[config.mk]
export PLATFORM = sky130hd
export DESIGN_NAME = mem_stage
export DESIGN_NICKNAME = d
export VERILOG_FILES = /design/src/rtl/mem_stage.sv
export SDC_FILE = /design/constraint.sdc
export NUM_CORES = 1
export LEC_CHECK = 0
export ABC_AREA = 1
export CORE_AREA = 2 2 237 239
export CTS_CLUSTER_SIZE = 10
export DETAILED_ROUTE_END_ITERATION = 16
export DIE_AREA = 0 0 239 241
export GPL_ROUTABILITY_DRIVEN = 0
export PLACE_DENSITY_LB_ADDON = 0.15
export SETUP_SLACK_MARGIN = 0.05
export SYNTH_ARGS = -nofsm -noshare
export SYNTH_HDL_FRONTEND = slang
export SYNTH_SLANG_ARGS = --single-unit
export TNS_END_PERCENT = 10
[constraint.sdc]
create_clock -name clk -period 4.9 [get_ports clk]
set_clock_uncertainty 0.05 [all_clocks]
set_input_delay 0.98 -clock clk [delete_from_list [all_inputs] [get_ports clk]]
set_output_delay 0.98 -clock clk [all_outputs]
set_load 0.03 [all_outputs]
[src/rtl/mem_stage.sv]
// mem_stage: RISC-V memory-access stage feeding writeback; ALU ops pass through, loads/stores go to the D-cache.
// Latency: ALU op 1 edge after accept; load >= 3 edges (accept, request handshake, response); store 2 edges to next accept.
// Backpressure: in_ready only in IDLE; request held on dc_req_* until dc_req_ready; WAIT/DRAIN stall until dc_resp_valid.
//
// Ports:
//   clk, rst (async, active-low)
//   in_valid/in_ready + alures_in, stdata_in, is_load, is_store, size_in, unsigned_in, rd_in, pc_in, is_ecall_in : upstream
//   flush                                          : squash whatever is in this stage
//   dc_req_valid/dc_req_ready + dc_req_we/addr/wdata/size : cache request channel
//   dc_resp_valid, dc_resp_data                    : aligned doubleword load response
//   lddata_out, alures_out, ld_or_alu, rd_mem, curr_pc, is_ecall : writeback (rd_mem == 0 is a bubble)
//   misalign_err, misalign_addr                    : misalignment trap report
//
// Build option: define MEM_MISALIGN_TRAP_EN to trap misaligned loads/stores instead of issuing them.
module mem_stage #(
    parameter int REGBITS = 5,
    parameter int LOGSIZE = 64
) (
    input  logic               clk,
    input  logic               rst,
    input  logic               in_valid,
    output logic               in_ready,
    input  logic [LOGSIZE-1:0] alures_in,
    input  logic [LOGSIZE-1:0] stdata_in,
    input  logic               is_load,
    input  logic               is_store,
    input  logic [1:0]         size_in,
    input  logic               unsigned_in,
    input  logic [REGBITS-1:0] rd_in,
    input  logic [31:0]        pc_in,
    input  logic               is_ecall_in,
    input  logic               flush,
    output logic               dc_req_valid,
    input  logic               dc_req_ready,
    output logic               dc_req_we,
    output logic [LOGSIZE-1:0] dc_req_addr,
    output logic [LOGSIZE-1:0] dc_req_wdata,
    output logic [1:0]         dc_req_size,
    input  logic               dc_resp_valid,
    input  logic [LOGSIZE-1:0] dc_resp_data,
    output logic [LOGSIZE-1:0] lddata_out,
    output logic [LOGSIZE-1:0] alures_out,
    output logic               ld_or_alu,
    output logic [REGBITS-1:0] rd_mem,
    output logic [31:0]        curr_pc,
    output logic               is_ecall,
    output logic               misalign_err,
    output logic [LOGSIZE-1:0] misalign_addr
);

    typedef enum logic [1:0] {IDLE, REQ, WAIT, DRAIN} state_t;

    state_t state, state_nxt;

    // Captured attributes of the memory op in flight (address/size/we live in dc_req_*).
    logic               op_unsigned;
    logic [REGBITS-1:0] op_rd;
    logic [31:0]        op_pc;
    logic               op_ecall;

    logic accept;
    logic mem_op;
    logic issue;

    assign mem_op = is_load | is_store;
    assign accept = in_valid & in_ready & ~flush;

`ifdef MEM_MISALIGN_TRAP_EN
    logic misaligned;

    always_comb begin
        misaligned = 1'b0;
        case (size_in)
            2'd1:    misaligned = alures_in[0];
            2'd2:    misaligned = |alures_in[1:0];
            2'd3:    misaligned = |alures_in[2:0];
            default: misaligned = 1'b0;
        endcase
    end

    assign issue = accept & mem_op & ~misaligned;
`else
    assign issue = accept & mem_op;
`endif

    // Load extraction: bring the addressed byte lane down to bit 0, then extend by size.
    logic [5:0]         shamt;
    logic [LOGSIZE-1:0] shifted;
    logic [LOGSIZE-1:0] ld_ext;

    assign shamt   = {dc_req_addr[2:0], 3'b000};
    assign shifted = dc_resp_data >> shamt;

    always_comb begin
        ld_ext = shifted;
        case (dc_req_size)
            2'd0: ld_ext = op_unsigned ? {{(LOGSIZE-8){1'b0}}, shifted[7:0]}
                                       : {{(LOGSIZE-8){shifted[7]}}, shifted[7:0]};
            2'd1: ld_ext = op_unsigned ? {{(LOGSIZE-16){1'b0}}, shifted[15:0]}
                                       : {{(LOGSIZE-16){shifted[15]}}, shifted[15:0]};
            2'd2: ld_ext = op_unsigned ? {{(LOGSIZE-32){1'b0}}, shifted[31:0]}
                                       : {{(LOGSIZE-32){shifted[31]}}, shifted[31:0]};
            default: ld_ext = shifted;
        endcase
    end

    // ---------------- FSM: state register ----------------
    always_ff @(posedge clk or negedge rst) begin
        if (!rst) begin
            state <= IDLE;
        end else begin
            state <= state_nxt;
        end
    end

    // ---------------- FSM: next state ----------------
    always_comb begin
        state_nxt = state;
        case (state)
            IDLE: begin
                if (issue) begin
                    state_nxt = REQ;
                end
            end
            REQ: begin
                // Flush beats a coincident ready: the request counts as never sent.
                if (flush) begin
                    state_nxt = IDLE;
                end else if (dc_req_ready) begin
                    state_nxt = dc_req_we ? IDLE : WAIT;
                end
            end
            WAIT: begin
                if (dc_resp_valid) begin
                    state_nxt = IDLE;
                end else if (flush) begin
                    state_nxt = DRAIN;
                end
            end
            DRAIN: begin
                if (dc_resp_valid) begin
                    state_nxt = IDLE;
                end
            end
            default: state_nxt = IDLE;
        endcase
    end

    // ---------------- FSM: outputs ----------------
    // dc_req_valid is gated by flush so the cache never sees a handshake on a squashed request.
    always_comb begin
        in_ready     = (state == IDLE) && rst;
        dc_req_valid = (state == REQ) && !flush;
    end

    // ---------------- Datapath ----------------
    always_ff @(posedge clk or negedge rst) begin
        if (!rst) begin
            dc_req_we    <= 1'b0;
            dc_req_addr  <= '0;
            dc_req_wdata <= '0;
            dc_req_size  <= 2'd0;
            op_unsigned  <= 1'b0;
            op_rd        <= '0;
            op_pc        <= '0;
            op_ecall     <= 1'b0;
            lddata_out   <= '0;
            alures_out   <= '0;
            ld_or_alu    <= 1'b0;
            rd_mem       <= '0;
            curr_pc      <= '0;
            is_ecall     <= 1'b0;
        end else begin
            // Bubble unless something completes this edge.
            rd_mem <= '0;

            if (accept && !mem_op) begin
                rd_mem     <= rd_in;
                alures_out <= alures_in;
                ld_or_alu  <= 1'b0;
                curr_pc    <= pc_in;
                is_ecall   <= is_ecall_in;
            end

            if (issue) begin
                dc_req_we    <= is_store;
                dc_req_addr  <= alures_in;
                dc_req_wdata <= stdata_in;
                dc_req_size  <= size_in;
                op_unsigned  <= unsigned_in;
                op_rd        <= rd_in;
                op_pc        <= pc_in;
                op_ecall     <= is_ecall_in;
            end

            if (state == WAIT && dc_resp_valid && !flush) begin
                lddata_out <= ld_ext;
                ld_or_alu  <= 1'b1;
                rd_mem     <= op_rd;
                curr_pc    <= op_pc;
                is_ecall   <= op_ecall;
            end
        end
    end

`ifdef MEM_MISALIGN_TRAP_EN
    always_ff @(posedge clk or negedge rst) begin
        if (!rst) begin
            misalign_err  <= 1'b0;
            misalign_addr <= '0;
        end else begin
            misalign_err <= 1'b0;
            if (accept && mem_op && misaligned) begin
                misalign_err  <= 1'b1;
                misalign_addr <= alures_in;
            end
        end
    end
`else
    assign misalign_err  = 1'b0;
    assign misalign_addr = '0;
`endif

endmodule
==> results of run 1 <==
## worst max-delay path, cell delays in order
cell and delay (ns):
clkdlybuf4s50_1 0.46, nor3_1 0.26, clkdlybuf4s50_1 0.80
## layout make-up
type	count	area share [%]
Inverter	124	2.08
Tap cell	704	3.93
Multi-Input combinational cell	1157	25.2
Clock inverter	5	0.530
Timing Repair Buffer	560	25.1
Clock buffer	59	5.28
Antenna cell	1	0.0112
Sequential cell	339	37.8
## power by group
part,internal (µW),switching [µW],leakage [µW]
Sequential,4090,789,0.00425
Combinational,3060,5080,0.00531
Clock,1780,1240,0.000634
## cells in the final DEF, fill, tap and decap left out, types with 7 or more instances in the layout
master           count
a31oi_1              8
or2_1                7
nor2_2              15
clkdlybuf4s50_1    539
conb_1              65
a21oi_1             45
dfrtp_1            338
inv_1              120
mux2_1              35
o311ai_0            27
nor2_1             135
clkbuf_16           42
mux2_2              30
clkbuf_8             7
o21ai_0            236
buf_4               14
nand3_1             71
nand2_1            443
clkbuf_1            10
## metrics by stage
stage          total power [µW]  utilization (%)  area [µm²]  setup WS, ns
2_1_floorplan              9450                -       15700          2.16
3_3_place_gp              13000             38.5       21100          1.38
3_5_place_dp              13100             38.5       21100          1.34
4_1_cts                   16300             40.9       22400          1.36
5_1_grt                   17000             40.9       22400          1.33
6_report                  16000             40.9       22400          1.37
## registers in the layout, indices dropped and copies added, names as in the netlist, 2 cells and up
| signal | cells |
|---|---|
| op_pc | 32 |
| lddata_out | 64 |
| dc_req_size | 2 |
| dc_req_addr | 64 |
| rd_mem | 5 |
| state | 2 |
| alures_out | 64 |
| op_rd | 5 |
| curr_pc | 32 |
| dc_req_wdata | 64 |
## logic make-up (layout without fill, tap and decap cells)
group	count (synthesis)	in the layout	synth area share, %
other cells	1	66	0.0243
buf+inv	300	748	10.0
compound gates	338	338	12.0
simple gates	689	689	18.2
mux	65	65	4.75
flops	339	339	55.0
## metal layers
| layer | wire length [µm] | vias to the layer above | part of all wire (%) | track usage (%) |
|---|---|---|---|---|
| met1 | 22600 | 6511 | 39 | 23.0 |
| met3 | 5130 | 76 | 8.8 | 7.03 |
| met2 | 28800 | 464 | 50 | 34.5 |
| li1 | - | 6451 | - | - |
| met4 | 1280 | 12 | 2.2 | 5.23 |
| met5 | 80 | - | 0.14 | 0 |
## Yosys cell counts (3+ instances only)
cell type | n | area share [%]
or2_1 | 7 | 0.28
nand3_1 | 71 | 2.3
o21ai_1 | 6 | 0.19
inv_1 | 121 | 2.9
nor2_2 | 15 | 0.61
clkbuf_1 | 40 | 0.97
nor3_1 | 4 | 0.13
or2_2 | 3 | 0.12
a31oi_1 | 8 | 0.32
o311ai_1 | 6 | 0.34
o21ai_0 | 236 | 7.7
buf_1 | 8 | 0.19
buf_2 | 44 | 1.4
buf_6 | 10 | 0.73
dfrtp_1 | 339 | 55
mux2_1 | 35 | 2.6
o211ai_1 | 6 | 0.29
nand2_1 | 444 | 11
buf_4 | 73 | 3.6
inv_2 | 3 | 0.073
mux2_2 | 30 | 2.2
o311ai_0 | 27 | 1.5
nor2_1 | 135 | 3.3
a21oi_1 | 46 | 1.5
## path summary, 6_finish.rpt
| check | cells past startpoint | slack, ns | to |
|---|---|---|---|
| worst max register to register | 8 | 2.16 | lddata_out[17] |
| min in group clk | 2 | 0.43 | alures_out[59] |
| worst min-delay path | 1 | 0.19 | lddata_out[41] |
| max in group asynchronous | 3 | 2.83 | alures_out[31] |
| worst max-delay path | 3 | 1.37 | dc_req_valid |
| worst min register to register | 2 | 0.43 | alures_out[59] |
==> summary.txt, run 1 <==
GRT
  • Gr usage total: 19.8%
  • Largest net degree at the start of global routing: 135
  • Initial antenna violation count: 7
  • Number of global-route vias before repair: 13,776
  • First-pass GRT wire length: 85.9 mm
  • Grt ovf: 0

Synthesis
  • Sequential area share after synthesis: 55.0%
  • Ys async rst share: 100%
  • Synth Area per Inst: 8.90 µm²
  • Mapped cell area: 15,400 µm²
  • Mapped Cells: 1,732
  • Library cells used by synthesis: 35
  • Number of synthesized register bits: 339
  • Synth warn: 0
  • Top_reg_cell synth: dfrtp_1
  • EDFF count, synth: 0

Worst hold path
  • Hold WC Path Type: primary input to async pin

STA
  • Setup TNS: 0 ns
  • Max Freq: 283 MHz
  • Fin crit period: 3.53 ns
  • Period utilization: 72.1%
  • Max_slew headroom: 19.8%
  • Final Max Slew Viols: 0
  • Tightest Pin Transition: 1.20 ns
  • Final setup vio count: 0
  • Min Hold Slack: 0.194 ns
  • RSZ-0062 raised after global routing: false
  • Fin. Hold Viols: 0

Power and ir drop
  • Static Leak: 0.0102 µW
  • Maximum VDD drop: 401 µV
  • Pwr per Cell Area: 715 nW/µm²

Route
  • Detailed Route WL: 58.0 mm
  • Wire per inst: 19.7 µm
  • DRC viols: 0
  • Vias per std cell: 4.58
  • Final ANT Viol Nets: 0
  • Drt pass-1 iters: 5
  • Routed via count: 13,514
  • Initial DRC count: 794

Final layout
  • Register area: 8480 µm²
  • Cell Count, Final, Fillers Out: 2,949
  • Layout area overhead: 45.5%
  • Layout cells sized above 1: 6.28%
  • Area occupied by multi-input gates: 5650 µm²
  • Fill cells: 5,484
  • Nets: 2,465

Floorplanning
  • Starting density of the core: 28.1%
  • Chip Height: 241 µm
  • Die Wd: 239 µm
  • Rows: 86
  • Overall die area: 57,600 µm²
  • Io pins: 606
  • Core Area: 54,900 µm²

Worst setup path
  • CP Class: primary input to output port
  • CP Capture Type: output port
  • Setup crit start: flush
  • CP arrival: 2.50 ns
  • Startpoint Class: primary input
  • CP max FO: 3
  • Required @ worst endpoint: 3.87 ns
  • Reg-to-Reg Start: dc_req_addr[1]

CTS
  • Clk slew on worst S/H paths: 0.06 ns
  • CTS root buf: clkbuf_16
  • Worst skew pair latency: 0.56 ns
  • Post-CTS resize count: 0
  • TritonCTS clock tree: built
  • Clock sinks: 339
  • Hold Buf Count CTS: 0
  • Maximum clock path buffer count: 3
  • Cts bufs inserted: 42
  • H-Tree Depth: 2
  • Post-CTS Setup Repair Bufs: 0

Place
  • Placed Instances: 2,884
  • Buffers on Ports: 540
  • Dpl hpwl: 42.7 mm

Status
  • Status: finished clean

Job
  • Max cap viols: 0
Power figures use the tool's default switching activity.
==> run 2, diff against run 1 <==
Settings changed: CORE_AREA 2 2 237 239 to 2 2 238 240, DIE_AREA 0 0 239 241 to 0 0 240 242.
Clock period 4.9 ns to 2.89 ns, I/O delays scaled along.
==> run 2 against run 1 <==
Flip-flop and latch count unchanged; clock-buffer cell count unchanged; core utilization down 0.18 points; critical endpoint unchanged.
==> summary.txt, run 2 (synthesized netlist as in run 1, its figures left out) <==
Status
  • Status: finished clean

Worst setup path
  • CP Capture Type: output port
  • Startpoint Class: flip-flop
  • CP Class: flip-flop to output port
  • Required @ worst endpoint: 2.26 ns
  • CP arrival: 2.01 ns
  • CP max FO: 5

STA
  • Fin crit period: 2.64 ns
  • Final setup vio count: 0
  • Final Max Slew Viols: 0
  • Min Hold Slack: 0.431 ns
  • Setup TNS: 0 ns
  • RSZ-0062 raised after global routing: false
  • Period utilization: 91.3%
  • Max_slew headroom: 32.7%
  • Fin worst setup slack: 0.251 ns
  • Fin. Hold Viols: 0
  • Max Freq: 379 MHz
  • Tightest Pin Transition: 1.01 ns

Job
  • Max cap viols: 0

Floorplanning
  • Overall die area: 58,100 µm²
  • Die Wd: 240 µm
  • Starting density of the core: 27.7%
  • Chip Height: 242 µm
  • Rows: 87
  • Io pins: 606
  • Core Area: 55,700 µm²

Worst hold path
  • Hold WC Path Type: flip-flop to flip-flop

Final layout
  • Fill cells: 5,621
  • Final Util: 40.7%
  • Layout area overhead: 47.1%
  • Layout cells sized above 1: 7.16%
  • Nets: 2,484
  • Commonest cells after routing, fill and taps aside: clkdlybuf4s50_1 (538), nand2_1 (443), dfrtp_1 (337), o21ai_0 (236), nor2_1 (135)
  • Commonest non-fill, non-tap cell in the layout: clkdlybuf4s50_1

Route
  • Initial DRC count: 914
  • Detailed Route WL: 58.4 mm
  • Wire per inst: 19.3 µm
  • Final ANT Viol Nets: 0
  • Vias per std cell: 4.53
  • DRC viols: 0
  • Drt pass-1 iters: 5
  • Routed via count: 13,675

CTS
  • CTS root buf: clkbuf_16
  • TritonCTS clock tree: built
  • Clock sinks: 339
  • Clk slew on worst S/H paths: 0.06 ns
  • Post-CTS resize count: 0
  • H-Tree Depth: 2
  • Maximum clock path buffer count: 3
  • Worst skew pair latency: 0.55 ns
  • Cts bufs inserted: 42

Place
  • Dpl hpwl: 43.4 mm
  • Pre-CTS setup slack: 0.190 ns
  • Buffers on Ports: 540

GRT
  • Grt ovf: 0
  • Gr usage total: 19.8%
  • Initial antenna violation count: 6
  • Number of global-route vias before repair: 13,913
  • First-pass GRT wire length: 87.1 mm
  • Largest net degree at the start of global routing: 159

Power and ir drop
  • Pwr per Cell Area: 1200 nW/µm²
  • Static Leak: 0.0103 µW
  • Maximum VDD drop: 544 µV
[run 2: power breakdown]
part	leakage, µW	internal (µW)	total [µW]	switching (µW)
clock	0.000629	2990	5030	2040
sequential	0.00425	6930	8290	1360
combinational	0.00542	5280	13900	8660
total	0.0103	15200	27300	12100
[run 2: area by class of cell]
type / instances / area [µm²] / area share, %
flip-flops and latches: 339 / 8490 / 37.4
diodes: 1 / 2.50 / 0.0110
clock inverters: 4 / 63.8 / 0.281
multi-input cells: 1157 / 5650 / 24.9
well taps: 756 / 946 / 4.17
clock buffers: 59 / 1220 / 5.36
inverters: 124 / 465 / 2.05
repair buffers: 579 / 5840 / 25.8
[run 2: worst paths after layout]
kind                                     start               end  slack (ns)  depth (start not counted)
worst min-delay path                  op_rd[3]         rd_mem[3]        0.43                          2
worst min register to register        op_rd[3]         rd_mem[3]        0.43                          2
min in group asynchronous                  rst    lddata_out[41]        0.62                          3
max in group asynchronous                  rst  dc_req_wdata[61]        1.31                          3
worst max-delay path                  state[0]      dc_req_valid        0.25                          3
worst max register to register  dc_req_size[1]    lddata_out[42]        0.50                          6
[run 2: metrics by stage]
step	total power [µW]	area, µm²	cells
after floorplan	16000	15700	1796
after global placement	22200	21400	2954
after detailed placement	22300	21400	2954
after CTS	27600	22700	3018
after global routing	28800	22700	3019
final	27300	22700	3019
[run 2: worst max-delay path, cell delays in order (launching register included)]
cell and delay, ns:
dfrtp_1 0.44, inv_1 0.10, nor3_1 0.20, clkdlybuf4s50_1 0.72
[run 2: repair_timing]
item	CTS	global route
hold buffers	1	0
buffers inserted	0	0
hold endpoints to repair	11	0
[run 2: routing by layer]
metal  vias up  track usage, %  wire [µm]  share of wire (%)
met5         -               0         52              0.089
met2       486            33.3      28600                 49
met4         8            5.75       1480                2.5
li1       6486               -          -                  -
met3        71            6.94       5290                9.1
met1      6624            23.8      23000                 39
